[src/rtl/pong_pkg.sv]
// Shared Pong definitions: state encoding, default geometry and a centering helper.
// The draw path imports this package too, so geometry stays consistent on both sides.
package pong_pkg;

  typedef logic [1:0] state_t;

  localparam state_t ST_IDLE  = 2'd0;
  localparam state_t ST_PLAY  = 2'd1;
  localparam state_t ST_POINT = 2'd2;
  localparam state_t ST_OVER  = 2'd3;

  localparam logic [10:0] DEF_BALL_SIZE  = 11'd20;
  localparam logic [10:0] DEF_PAD_HEIGHT = 11'd100;
  localparam logic [10:0] DEF_PAD_WIDTH  = 11'd10;
  localparam logic [10:0] DEF_PAD_OFFS   = 11'd35;
  localparam logic [10:0] DEF_H_RES      = 11'd1280;
  localparam logic [10:0] DEF_V_RES      = 11'd800;
  localparam logic [10:0] DEF_BALL_SPEED = 11'd4;
  localparam logic [10:0] DEF_PAD_SPEED  = 11'd6;
  localparam logic [3:0]  DEF_WIN_SCORE  = 4'd9;
  localparam logic [7:0]  DEF_PAUSE_FRAMES = 8'd60;

  // Top-left coordinate that centers an object of length 'size' within 'res'.
  function automatic logic [10:0] center(input logic [10:0] res, input logic [10:0] size);
    logic [10:0] diff;
    diff = res - size;
    return {1'b0, diff[10:1]};
  endfunction

endpackage

[src/rtl/pong_paddle_ctrl.sv]
// One paddle's vertical position: steps by PAD_SPEED per enabled frame, clamped to the screen.
// Used once per side by pong_game_ctrl.
module pong_paddle_ctrl
  import pong_pkg::*;
#(
  parameter logic [10:0] V_RES      = DEF_V_RES,
  parameter logic [10:0] PAD_HEIGHT = DEF_PAD_HEIGHT,
  parameter logic [10:0] PAD_SPEED  = DEF_PAD_SPEED
) (
  input  logic        clk,
  input  logic        rst,
  input  logic        step,
  input  logic        up,
  input  logic        dn,
  output logic [10:0] pos
);

  localparam logic [11:0] MAX_Y = {1'b0, V_RES - PAD_HEIGHT};
  localparam logic [11:0] SPD   = {1'b0, PAD_SPEED};

  logic [11:0] cur;
  logic [11:0] dec;
  logic [11:0] inc;
  logic [11:0] nxt;

  assign cur = {1'b0, pos};
  assign dec = cur - SPD;
  assign inc = cur + SPD;

  // Bit 11 of the 12-bit difference flags an upward step past the top edge.
  always_comb begin
    nxt = cur;
    if (up && !dn) begin
      nxt = dec[11] ? 12'd0 : dec;
    end else if (dn && !up) begin
      nxt = (inc > MAX_Y) ? MAX_Y : inc;
    end
  end

  always_ff @(posedge clk or posedge rst) begin
    if (rst) begin
      pos <= center(V_RES, PAD_HEIGHT);
    end else if (step) begin
      pos <= nxt[10:0];
    end
  end

endmodule

[src/rtl/pong_game_ctrl.sv]
// Frame-rate Pong controller: phase FSM, ball motion with wall/paddle bounces, scoring
// and post-point pause. Outputs are registered and feed the pixel draw logic directly.
module pong_game_ctrl
  import pong_pkg::*;
#(
  parameter logic [10:0] BALL_SIZE    = DEF_BALL_SIZE,
  parameter logic [10:0] PAD_HEIGHT   = DEF_PAD_HEIGHT,
  parameter logic [10:0] PAD_WIDTH    = DEF_PAD_WIDTH,
  parameter logic [10:0] PAD_OFFS     = DEF_PAD_OFFS,
  parameter logic [10:0] H_RES        = DEF_H_RES,
  parameter logic [10:0] V_RES        = DEF_V_RES,
  parameter logic [10:0] BALL_SPEED   = DEF_BALL_SPEED,
  parameter logic [10:0] PAD_SPEED    = DEF_PAD_SPEED,
  parameter logic [3:0]  WIN_SCORE    = DEF_WIN_SCORE,
  parameter logic [7:0]  PAUSE_FRAMES = DEF_PAUSE_FRAMES
) (
  input  logic        clk,
  input  logic        rst,
  input  logic        frame_tick,
  input  logic        btn_l_up,
  input  logic        btn_l_dn,
  input  logic        btn_r_up,
  input  logic        btn_r_dn,
  input  logic        serve,
  output logic [10:0] ball_x,
  output logic [10:0] ball_y,
  output logic [10:0] padl_y,
  output logic [10:0] padr_y,
  output logic [3:0]  score_l,
  output logic [3:0]  score_r,
  output logic        game_over,
  output logic [1:0]  state
);

  localparam logic [10:0] CX = center(H_RES, BALL_SIZE);
  localparam logic [10:0] CY = center(V_RES, BALL_SIZE);

  localparam logic [11:0] SPD   = {1'b0, BALL_SPEED};
  localparam logic [11:0] SZ    = {1'b0, BALL_SIZE};
  localparam logic [11:0] PH    = {1'b0, PAD_HEIGHT};
  localparam logic [11:0] HR    = {1'b0, H_RES};
  localparam logic [11:0] VR    = {1'b0, V_RES};
  localparam logic [11:0] Y_MAX = {1'b0, V_RES - BALL_SIZE};
  localparam logic [11:0] LX    = {1'b0, PAD_OFFS + PAD_WIDTH};
  localparam logic [11:0] RXH   = {1'b0, H_RES - PAD_OFFS - PAD_WIDTH - 11'd1 - BALL_SIZE};

  logic        vx;
  logic        vy;
  logic [7:0]  pause_cnt;
  logic        pad_step;

  logic [11:0] bx;
  logic [11:0] by;
  logic [11:0] pl;
  logic [11:0] pr;
  logic [11:0] nx;
  logic [11:0] ny;
  logic        nvx;
  logic        nvy;
  logic        ov_l;
  logic        ov_r;
  logic        hit_l;
  logic        hit_r;
  logic        miss_l;
  logic        miss_r;
  logic [3:0]  sl_inc;
  logic [3:0]  sr_inc;
  logic        win;

  assign pad_step = frame_tick && (state != ST_OVER);

  pong_paddle_ctrl #(
    .V_RES      (V_RES),
    .PAD_HEIGHT (PAD_HEIGHT),
    .PAD_SPEED  (PAD_SPEED)
  ) u_pad_l (
    .clk  (clk),
    .rst  (rst),
    .step (pad_step),
    .up   (btn_l_up),
    .dn   (btn_l_dn),
    .pos  (padl_y)
  );

  pong_paddle_ctrl #(
    .V_RES      (V_RES),
    .PAD_HEIGHT (PAD_HEIGHT),
    .PAD_SPEED  (PAD_SPEED)
  ) u_pad_r (
    .clk  (clk),
    .rst  (rst),
    .step (pad_step),
    .up   (btn_r_up),
    .dn   (btn_r_dn),
    .pos  (padr_y)
  );

  assign bx = {1'b0, ball_x};
  assign by = {1'b0, ball_y};
  assign pl = {1'b0, padl_y};
  assign pr = {1'b0, padr_y};

  // Collisions look at the paddle positions as they stood during this frame.
  assign ov_l   = (by + SZ > pl) && (by < pl + PH);
  assign ov_r   = (by + SZ > pr) && (by < pr + PH);
  assign hit_l  = !vx && (bx >= LX) && (bx - SPD < LX) && ov_l;
  assign hit_r  = vx && (bx <= RXH) && (bx + SPD > RXH) && ov_r;
  assign miss_l = !vx && !hit_l && (bx < SPD);
  assign miss_r = vx && !hit_r && (bx + SZ + SPD > HR);

  assign sl_inc = score_l + 4'd1;
  assign sr_inc = score_r + 4'd1;
  assign win    = miss_l ? (sr_inc == WIN_SCORE) : (sl_inc == WIN_SCORE);

  always_comb begin
    nx  = vx ? (bx + SPD) : (bx - SPD);
    nvx = vx;
    if (hit_l) begin
      nx  = LX;
      nvx = 1'b1;
    end else if (hit_r) begin
      nx  = RXH;
      nvx = 1'b0;
    end
    ny  = vy ? (by + SPD) : (by - SPD);
    nvy = vy;
    if (vy && (by + SZ + SPD > VR)) begin
      ny  = Y_MAX;
      nvy = 1'b0;
    end else if (!vy && (by < SPD)) begin
      ny  = 12'd0;
      nvy = 1'b1;
    end
  end

  always_ff @(posedge clk or posedge rst) begin
    if (rst) begin
      ball_x    <= CX;
      ball_y    <= CY;
      vx        <= 1'b1;
      vy        <= 1'b1;
      score_l   <= 4'd0;
      score_r   <= 4'd0;
      game_over <= 1'b0;
      state     <= ST_IDLE;
      pause_cnt <= 8'd0;
    end else begin
      case (state)
        ST_IDLE: begin
          if (serve) begin
            state <= ST_PLAY;
            vx    <= 1'b1;
            vy    <= 1'b1;
          end
        end
        ST_PLAY: begin
          if (frame_tick) begin
            if (miss_l || miss_r) begin
              if (miss_l) score_r <= sr_inc;
              else        score_l <= sl_inc;
              ball_x <= CX;
              ball_y <= CY;
              // The loser receives the next serve.
              vx     <= miss_r;
              vy     <= 1'b1;
              if (win) begin
                state     <= ST_OVER;
                game_over <= 1'b1;
              end else begin
                state     <= ST_POINT;
                pause_cnt <= PAUSE_FRAMES;
              end
            end else begin
              ball_x <= nx[10:0];
              ball_y <= ny[10:0];
              vx     <= nvx;
              vy     <= nvy;
            end
          end
        end
        ST_POINT: begin
          if (frame_tick) begin
            if (pause_cnt <= 8'd1) begin
              pause_cnt <= 8'd0;
              state     <= ST_PLAY;
              ball_x    <= vx ? (CX + BALL_SPEED) : (CX - BALL_SPEED);
              ball_y    <= CY + BALL_SPEED;
              vy        <= 1'b1;
            end else begin
              pause_cnt <= pause_cnt - 8'd1;
            end
          end
        end
        default: begin
          if (serve) begin
            score_l   <= 4'd0;
            score_r   <= 4'd0;
            game_over <= 1'b0;
            state     <= ST_IDLE;
          end
        end
      endcase
    end
  end

endmodule

[config.mk]
export PLATFORM = sky130hd
export DESIGN_NAME = pong_game_ctrl
export DESIGN_NICKNAME = d
export VERILOG_FILES = /design/src/rtl/pong_pkg.sv /design/src/rtl/pong_paddle_ctrl.sv /design/src/rtl/pong_game_ctrl.sv
export SDC_FILE = /design/constraint.sdc
export NUM_CORES = 1
export LEC_CHECK = 0
export BUFFER_PORTS_ARGS = -buffer_cell sky130_fd_sc_hd__buf_2
export CORE_UTILIZATION = 67
export DETAILED_ROUTE_END_ITERATION = 8
export GPL_TIMING_DRIVEN = 0
export PLACE_DENSITY = 0.88
export SYNTH_ARGS = -nofsm -noshare
export SYNTH_HDL_FRONTEND = slang
export SYNTH_SLANG_ARGS = --single-unit
[constraint.sdc]
create_clock -name clk -period 12.22 [get_ports clk]
set_input_delay 3.055 -clock clk [delete_from_list [all_inputs] [get_ports clk]]
set_output_delay 3.055 -clock clk [all_outputs]
set_load 0.02 [all_outputs]
==> qor.yml, run 1 <==
status:
  outcome: "finished, final reports clean"
placement:
  gp_congestion: 0.956
  portBuffers: 58
  dp_hpwl_um: 14900
power_and_ir_drop:
  leakagePower_uw: 0.00344
  p_total_uw: 2370
  ir_drop_mv: 0.180
  p_per_area_nw_per_um2: 300
logic_synthesis:
  synth_cells: 904
  yosysUniqueCellTypes: 89
  synth_area_leaders: "dfrtp_1 13%, ha_1 13%, dfstp_2 8.8%"
  synth_top_area_share_pct: 13.2
  synth_edf_count: 0
  mappedNetlistArea_um2: 7200
  synth_flop_cell: "dfrtp_1"
  synth-seq-cells: 62
  yosys_warnings: 0
  syn_area_per_cell_um2: 7.96
  async_reset_ff_share_pct: 100
  ys_seq_area_share_pct: 22.0
  synth_top_area_cell: "dfrtp_1"
critical_path:
  worstSetupStartpointType: "flop"
  crit_top_cell: "ha_1"
  path_max_fanout: 10
  r2r_slack_ns: 6.90
  critPathCaptureType: "flop"
  worstPathArrival_ns: 5.63
  cpMaxStageDelayCell: "o31ai_2"
  worstPathBufferInverterCount: 3
  cpPeakStageDelay_ns: 0.78
  cp_top_family: "compound AO/OA/AOI/OAI gates"
  cp.required_ns: 12.53
  critPathKind: "reg -> reg"
  path_cells: "buf_2, buf_1, inv_1, ha_1, a21oi_2, nor2_2, xor2_1, ha_1, nand4_1, o41a_1, o21a_1, o31ai_2, nand2_1, nor2_1, a211o_1"
die:
  core_area_um2: 10400
  fp.dieW_um: 106
  die_height_um: 106
  die-area_um2: 11200
  rows: 37
  io_pins: 63
  start_util_pct: 69.4
timing:
  rsz0062_at_grt: "false"
  drv_slew: 0
  hold_viol_final: 0
  relSlewSlack_pct: 12.2
  final.setup.tns_ns: 0
  worst_slew_pin_slew_ns: 1.28
  period_needed_ns: 5.32
  fmaxAchievable_mhz: 188
  fin_skew_ns: 0.00762
  finalSetupViolations: 0
  post-route-period-util_pct: 43.5
  hold_ws_ns: 0.492
finish:
  n_antenna_cell: 0
  drive_above_1_share_pct: 17.1
  area_delta_synth_final_pct: 9.86
  fillerInstances: 805
  multi_input_area_um2: 5170
  regArea_um2: 1580
  final_nets: 1059
global_route:
  antenna_found_initial: 0
  grt_pass1_wl_um: 33000
  grt_usage_pct: 36.8
  grt_pass1_vias: 6941
  grt_max_degree: 36
  grt-ovfl-total: 0
detailed_routing:
  vias: 7574
  firstDrtPassIters: 5
  routed_wl_um: 20200
  routedWlPerCell_um: 18.1
  drc: 0
  ant_nets: 0
  drt_iter0_markers: 722
  vias_per_cell: 6.78
clocking:
  post_cts_buffers: 0
  insertion_delay_ns: 0.37
  cts-root-buf: "clkbuf_8"
  cts_tree: "yes"
  cts_resized: 0
  cts_sinks: 62
  cts_made_buffers: 9
  clockBufferDepth: 2
  hold_buffers: 0
  htree_levels: 3
  clkSlewWorstSetupHoldPaths_ns: 0.08
job:
  cap_violations: 0
min_path:
  hold_path_class: "reg -> reg"
-- layout make-up --
class | instances | share of cell area, %
Buffer | 54 | 3.28
Clock buffer | 9 | 1.57
Clock inverter | 7 | 1.23
Inverter | 51 | 2.42
Multi-Input combinational cell | 739 | 65.4
Sequential cell | 62 | 20.0
Tap cell | 136 | 2.15
Timing Repair Buffer | 59 | 3.93
-- metal layers --
layer,track usage [%],share of wire (%),wire length (um)
met1,48.5,42,8490
met3,5.07,9.1,1850
met2,59.2,46,9230
met5,0,0,0
met4,18.4,3.3,671
-- synth_stat cells (21+ instances only) --
| master | number |
|---|---|
| nand2_1 | 76 |
| ha_1 | 75 |
| nor2_1 | 64 |
| a21oi_1 | 55 |
| o21ai_0 | 48 |
| inv_1 | 47 |
| nand3_1 | 45 |
| dfrtp_1 | 38 |
| xnor2_1 | 35 |
| nor3_1 | 30 |
| dfstp_2 | 24 |
| clkbuf_1 | 23 |
| or3_1 | 21 |
-- metrics by stage --
| step | cells | util, % | cell area, um2 | setup slack [ns] |
|---|---|---|---|---|
| 2_1_floorplan | 906 | - | 7200 | 7.66 |
| 3_3_place_gp | 1100 | 73.9 | 7660 | 6.77 |
| 3_5_place_dp | 1101 | 74.1 | 7680 | 7.03 |
| 4_1_cts | 1117 | 76.2 | 7910 | 6.98 |
| 5_1_grt | 1117 | 76.2 | 7910 | 6.66 |
| 6_report | 1117 | 76.2 | 7910 | 6.90 |
-- placed cells by master, fill, tap and decap left out, drive strengths merged, types with 10 or more instances in the layout --
cell    count
nor2       67
ha         75
nand2      76
a31oi      15
a21oi      56
or2        10
inv        50
nor3       32
dfrtp      38
dfstp      24
o31ai      16
o22ai      12
or3        21
o21a       11
nand3      47
o21ai      49
and3       11
xnor2      36
clkbuf     32
buf        90
nand4      10
a21o       14
-- worst paths after layout --
check                      cells after the start              to      start
max                                           15       ball_x[0]  ball_y[4]
min reg2reg                                    1       game_over  game_over
max reg2reg                                   15       ball_x[0]  ball_y[4]
min in group asynchronous                      2    pause_cnt[4]        rst
min                                            1       game_over  game_over
max in group asynchronous                      3  u_pad_l.pos[6]        rst
-- report_power, final --
group          switching, uW  internal [uW]
Combinational           1080            641
Sequential               124            309
Clock                    101            116
Total                   1300           1070
-- registers in the layout, summed over array words and instances, names as in the netlist --
signal       cells
ball_x          11
ball_y          10
u_pad_l.pos     10
u_pad_r.pos     10
pause_cnt        8
score_l          4
score_r          4
state            2
game_over        1
vx               1
vy               1
-- cells by family after synthesis --
group	count (synthesis)	share of synthesized area, %
xor+xnor	42	5.22
compound gates	281	28.0
simple gates	330	24.2
mux	8	1.20
buf+inv	105	6.26
fa+ha+maj	75	13.0
flops	62	22.0
other cells	1	0.0521
Power figures use the tool's default switching activity.
==> inputs of run 2 (changes only) <==
--- a/config.mk
+++ b/config.mk
@@ -5,11 +5,12 @@
 export SDC_FILE = /design/constraint.sdc
 export NUM_CORES = 1
 export LEC_CHECK = 0
+export ABC_AREA = 1
 export BUFFER_PORTS_ARGS = -buffer_cell sky130_fd_sc_hd__buf_2
-export CORE_UTILIZATION = 67
+export CORE_UTILIZATION = 56
 export DETAILED_ROUTE_END_ITERATION = 8
 export GPL_TIMING_DRIVEN = 0
-export PLACE_DENSITY = 0.88
+export PLACE_DENSITY = 0.79
 export SYNTH_ARGS = -nofsm -noshare
 export SYNTH_HDL_FRONTEND = slang
 export SYNTH_SLANG_ARGS = --single-unit
==> constraint.sdc (replaced) <==
create_clock -name clk -period 4.8 [get_ports clk]
set_input_delay 1.2 -clock clk [delete_from_list [all_inputs] [get_ports clk]]
set_output_delay 1.2 -clock clk [all_outputs]
set_load 0.02 [all_outputs]
==> qor.yml, run 2 <==
status:
  outcome: "finished, final reports clean"
finish:
  multi_input_area_um2: 4750  # -8.1%
  largest_reg_flops: 11  # unchanged
  regArea_um2: 1580  # unchanged
  fillerInstances: 1123  # +40%
  drive_above_1_share_pct: 16.6  # -0.55 points
  final_nets: 1176  # +11%
  top_register: "ball_x"
  area_delta_synth_final_pct: 11.6
  n_antenna_cell: 0  # unchanged
  layout_common_cells: "252 x nand2_1, 112 x inv_1, 89 x nor2_1"
  layout_commonest_cell: "nand2_1"
logic_synthesis:
  syn_area_per_cell_um2: 6.83  # -14%
  async_reset_ff_share_pct: 100  # unchanged
  synth-seq-cells: 62  # unchanged
  yosys_warnings: 0  # unchanged
  synth_area_leaders: "dfrtp_1 14%, nand2_1 14%, ha_1 13%"
  mappedNetlistArea_um2: 6970  # -3.2%
  synth_top_area_cell: "dfrtp_1"
  ys_seq_area_share_pct: 22.7  # +0.72 points
  synth_cells: 1020  # +13%
  synth_most_common_cell: "nand2_1"
  synth_flop_cell: "dfrtp_1"
  synth_edf_count: 0  # unchanged
  ys_top_cells_by_count: "252 x nand2_1, 113 x inv_1, 89 x nor2_1"
  yosysUniqueCellTypes: 56  # -37%
  synth_top_area_share_pct: 13.6  # +0.43 points
detailed_routing:
  vias: 6887  # -9.1%
  vias_per_cell: 5.44  # -20%
  drt_iter0_markers: 522  # -28%
  ant_nets: 0  # unchanged
  routed_wl_um: 17900  # -12%
  drc: 0  # unchanged
  firstDrtPassIters: 5  # unchanged
  routedWlPerCell_um: 14.1  # -22%
timing:
  final.setup.tns_ns: 0  # unchanged
  hold_ws_ns: 0.484  # -0.00795 ns
  fin_skew_ns: 0.00449  # -0.00314 ns
  relSlewSlack_pct: 52.2  # +40 points
  worst_slew_pin_slew_ns: 0.717  # -0.567 ns
  rsz0062_at_grt: "false"
  period_needed_ns: 3.48  # -1.84 ns
  finalSetupViolations: 0  # unchanged
  drv_slew: 0  # unchanged
  fmaxAchievable_mhz: 287  # +53%
  post-route-period-util_pct: 72.5  # +29 points
  hold_viol_final: 0  # unchanged
job:
  cap_violations: 0  # unchanged
clocking:
  cts-root-buf: "clkbuf_16"
  htree_levels: 3  # unchanged
  clkSlewWorstSetupHoldPaths_ns: 0.06  # -0.02 ns
  hold_buffers: 0  # unchanged
  cts_made_buffers: 9  # unchanged
  insertion_delay_ns: 0.34  # -0.03 ns
  cts_resized: 0  # unchanged
  post_cts_buffers: 0  # unchanged
  cts_tree: "yes"
  clockBufferDepth: 2  # unchanged
  cts_sinks: 62  # unchanged
critical_path:
  reg2reg_from: "ball_y[4]"
  worstSetupStartpointType: "flop"
  critPathCaptureType: "flop"
  critPathKind: "reg -> reg"
  crit_start: "ball_y[4]"
  cp.required_ns: 5.03  # -7.50 ns
  worstPathArrival_ns: 3.71  # -1.92 ns
  path_max_fanout: 9  # -1
die:
  io_pins: 63  # unchanged
  start_util_pct: 57.8  # -12 points
  die_height_um: 114  # +7.5%
  rows: 40  # +8.1%
  fp.dieW_um: 114  # +7.5%
  core_area_um2: 12100  # +16%
  die-area_um2: 12900  # +16%
placement:
  gp_congestion: 0.960  # +0.38%
  dp_hpwl_um: 13800  # -7.7%
  portBuffers: 59  # +1.7%
power_and_ir_drop:
  p_per_area_nw_per_um2: 745  # +150%
  leakagePower_uw: 0.00405  # +18%
  ir_drop_mv: 0.356  # +98%
global_route:
  grt_max_degree: 42  # +17%
  grt_pass1_wl_um: 30100  # -8.7%
  grt-ovfl-total: 0  # unchanged
  antenna_found_initial: 0  # unchanged
  grt_usage_pct: 29.2  # -7.5 points
  grt_pass1_vias: 6303  # -9.2%
min_path:
  hp-start: "ball_y[1]"
  hold_path_class: "reg -> reg"
[run 2: final cells by class]
| type | instances | share of cell area [%] |
|---|---|---|
| clock inverters | 6 | 0.611 |
| plain buffers | 27 | 2.01 |
| repair buffers | 60 | 4.05 |
| inverters | 129 | 6.23 |
| multi-input cells | 804 | 61.1 |
| flip-flops and latches | 62 | 20.3 |
| clock buffers | 10 | 2.94 |
| well taps | 168 | 2.70 |
[run 2: final timing paths]
kind	end	slack [ns]	depth (start not counted)
max	ball_x[0]	1.32	20
min	ball_y[1]	0.48	2
max reg2reg	ball_x[0]	1.32	20
min reg2reg	ball_y[1]	0.48	2
max in group asynchronous	u_pad_l.pos[8]	3.27	3
min in group asynchronous	u_pad_r.pos[5]	0.87	2
[run 2: routing by layer]
layer / share of wire, % / vias up / GRT usage [%]
li1: - / 3474 / -
met1: 46 / 3172 / 39.2
met2: 46 / 212 / 48.2
met3: 5.9 / 29 / 4.68
met4: 1.6 / 0 / 9.39
met5: 0 / - / 0
[run 2: critical path, stage by stage (launching register included)]
cell and delay, ns:
dfrtp_1 0.63, inv_2 0.19, ha_1 0.23, nand2_1 0.12, nand2_4 0.09, nand2_1 0.07, nand2_1 0.04, nand2_1 0.15
inv_1 0.12, ha_1 0.31, nand3_1 0.10, nor3_1 0.24, nand3_1 0.12, nand2_1 0.12, nand3_1 0.10, nor2_1 0.29
nor2_4 0.11, nand3_1 0.12, nand2_1 0.09, nand2_1 0.07, nand2_1 0.05
[run 2: through the flow]
step	utilization (%)	cell area, um2	worst slack [ns]	cells	total power [uW]
floorplan	-	6970	1.93	1022	4150
global placement	62.0	7480	1.20	1249	5030
detailed placement	62.2	7500	1.43	1250	5110
CTS	64.5	7780	1.39	1266	5760
global route	64.5	7780	1.00	1266	6400
finish	64.5	7780	1.32	1266	5790
[run 2: kinds of logic (layout without fill, tap and decap cells)]
logic type,after synthesis,in the layout,share of synthesized area (%)
AO/OA/AOI/OAI,153,153,13.0
XOR/XNOR,68,68,8.55
adder cells (fa/ha/maj),75,75,13.5
buffers and inverters,156,232,9.20
flip-flops,62,62,22.7
multiplexers,1,1,0.215
other,1,3,0.0538
AND/OR/NAND/NOR,504,504,32.8
[run 2: power breakdown]
part / total [uW] / leakage (uW) / internal, uW / switching [uW]
Sequential: 1080 / 0.000735 / 789 / 295
Clock: 624 / 0.000121 / 352 / 272
Combinational: 4080 / 0.00320 / 1410 / 2670
Total: 5790 / 0.00405 / 2550 / 3240
==> inputs of run 3 (changes only) <==
--- a/config.mk
+++ b/config.mk
@@ -7,10 +7,10 @@
 export LEC_CHECK = 0
 export ABC_AREA = 1
 export BUFFER_PORTS_ARGS = -buffer_cell sky130_fd_sc_hd__buf_2
-export CORE_UTILIZATION = 56
+export CORE_UTILIZATION = 62
 export DETAILED_ROUTE_END_ITERATION = 8
 export GPL_TIMING_DRIVEN = 0
-export PLACE_DENSITY = 0.79
+export PLACE_DENSITY = 0.83
 export SYNTH_ARGS = -nofsm -noshare
 export SYNTH_HDL_FRONTEND = slang
 export SYNTH_SLANG_ARGS = --single-unit
==> constraint.sdc (replaced) <==
create_clock -name clk -period 3.4 [get_ports clk]
set_input_delay 0.85 -clock clk [delete_from_list [all_inputs] [get_ports clk]]
set_output_delay 0.85 -clock clk [all_outputs]
set_load 0.02 [all_outputs]
==> qor.yml, run 3 (synthesized netlist as in run 2, its figures left out) <==
status:
  outcome: "finished, final reports clean"
timing:
  drv_slew: 0  # unchanged
  relSlewSlack_pct: 56.6  # +4.4 points
  hold_viol_final: 0  # unchanged
  period_needed_ns: 3.23  # -0.251 ns
  post-route-period-util_pct: 95.0  # +22 points
  fin_skew_ns: 0.0143  # +0.00986 ns
  worst_slew_pin_slew_ns: 0.651  # -0.0656 ns
  finalSetupViolations: 0  # unchanged
  fmaxAchievable_mhz: 310  # +7.8%
critical_path:
  worstSetupStartpointType: "flop"
  worstPathArrival_ns: 3.51  # -0.20 ns
  cp.required_ns: 3.69  # -1.34 ns
  critPathKind: "reg -> reg"
  path_max_fanout: 7  # -2
  critPathCaptureType: "flop"
clocking:
  clockBufferDepth: 2  # unchanged
  cts_sinks: 62  # unchanged
  hold_buffers: 0  # unchanged
  cts-root-buf: "clkbuf_8"
  cts_made_buffers: 9  # unchanged
  htree_levels: 3  # unchanged
  clkSlewWorstSetupHoldPaths_ns: 0.08  # +0.02 ns
  insertion_delay_ns: 0.38  # +0.04 ns
  cts_tree: "yes"
die:
  fp.dieW_um: 108  # -4.9%
  die_height_um: 108  # -4.9%
  core_area_um2: 10900  # -9.7%
  die-area_um2: 11700  # -9.5%
  io_pins: 63  # unchanged
  start_util_pct: 64.0  # +6.2 points
  rows: 38  # -5.0%
power_and_ir_drop:
  p_total_uw: 8110  # +40%
  leakagePower_uw: 0.00408  # +0.60%
  p_per_area_nw_per_um2: 1050  # +41%
  ir_drop_mv: 0.616  # +73%
placement:
  portBuffers: 59  # unchanged
  dp_hpwl_um: 13600  # -1.1%
  gp_congestion: 0.938  # -2.2%
finish:
  layout_common_cells: "251 x nand2_1, 112 x inv_1, 87 x nor2_1"
  final_core_util_pct: 71.2  # +6.7 points
  n_antenna_cell: 0  # unchanged
  final_nets: 1187  # +0.94%
  layout_commonest_cell: "nand2_1"
  top_register: "ball_x"
  area_delta_synth_final_pct: 11.2
  fillerInstances: 954  # -15%
  largest_reg_flops: 11  # unchanged
  drive_above_1_share_pct: 17.9  # +1.3 points
detailed_routing:
  vias: 7017  # +1.9%
  routedWlPerCell_um: 14.5  # +2.5%
  ant_nets: 0  # unchanged
  firstDrtPassIters: 5  # unchanged
  drt_iter0_markers: 719  # +38%
  drc: 0  # unchanged
  routed_wl_um: 18100  # +1.1%
  vias_per_cell: 5.62  # +3.3%
global_route:
  grt_usage_pct: 32.1  # +2.9 points
  grt-ovfl-total: 0  # unchanged
  grt_pass1_vias: 6288  # -0.24%
  antenna_found_initial: 0  # unchanged
  grt_max_degree: 42  # unchanged
  grt_pass1_wl_um: 29300  # -2.7%
min_path:
  hold_path_class: "in -> async"
job:
  cap_violations: 0  # unchanged
[run 3: cell types whose count changed in the layout (fill, tap and decap cells not counted), moves of 2 or more]
cell        before  now
buf_4            6   17
clkbuf_16        9    0
clkbuf_8         0    9
clkinvlp_4       4    1
dfrtp_1         38   35
dfrtp_2          0    3
nor2_1          89   87
nor2_2           9   11
[run 3: through the flow]
step / hold slack (ns) / cells / instance area [um2] / setup TNS, ns / setup slack (ns)
CTS: 0.478 / 1238 / 7660 / 0 / 0.00461
global route: 0.504 / 1249 / 7750 / -0.0162 / -0.0162
detailed placement: 0.471 / 1222 / 7460 / 0 / 0.0324
global placement: 0.468 / 1221 / 7440 / 0 / 0.0810
floorplan: 0.478 / 1022 / 6970 / 0 / 0.529
finish: 0.470 / 1249 / 7750 / 0 / 0.171
[run 3: layer usage]
metal	part of all wire, %	track usage, %	routed length (um)	up-vias
met5	0	0	0	-
met4	1.8	11.5	324	0
met3	6.8	5.06	1230	32
met2	46	51.9	8400	271
met1	45	43.4	8150	3208
li1	-	-	-	3506
[run 3: worst paths after layout]
check,from,endpoint,slack (ns),depth (start not counted)
max,ball_y[7],ball_y[6],0.17,19
min,rst,pause_cnt[6],0.47,2
max reg2reg,ball_y[7],ball_y[6],0.17,19
min reg2reg,ball_y[1],ball_y[1],0.49,2
max in group asynchronous,rst,u_pad_l.pos[8],2.26,3
min in group clk,ball_y[1],ball_y[1],0.49,2
[run 3: power by group]
group          leakage [uW]  switching, uW  internal (uW)
logic               0.00325           3850           2050
clock network     0.0000935            347            340
registers          0.000731            405           1120
[run 3: critical path, cell delays in order (launching register included)]
cell,delay [ns]
dfstp_2,0.60
buf_2,0.21
nand2_1,0.09
nor2_1,0.14
nand3_1,0.10
nand2_2,0.14
inv_1,0.10
ha_1,0.30
nand2_1,0.05
inv_1,0.04
nand3_1,0.09
inv_1,0.11
nand3_1,0.08
nand2_1,0.09
nand3_2,0.16
o21ai_4,0.28
nand3_2,0.15
nor2_2,0.16
nor2_2,0.06
nor2_1,0.18
[run 3: repair_timing]
action	in CTS	in global routing
gates resized for setup	0	6
endpoints found under the setup margin	0	38
buffers inserted	0	11
[run 3: final cells by class]
| class | count | area [um2] | share of cell area [%] |
|---|---|---|---|
| Clock buffer | 11 | 131 | 1.70 |
| Timing Repair Buffer | 71 | 398 | 5.13 |
| Sequential cell | 62 | 1590 | 20.5 |
| Buffer | 27 | 156 | 2.02 |
| Clock inverter | 5 | 60.1 | 0.775 |
| Inverter | 129 | 484 | 6.25 |
| Tap cell | 140 | 175 | 2.26 |
| Multi-Input combinational cell | 804 | 4760 | 61.4 |
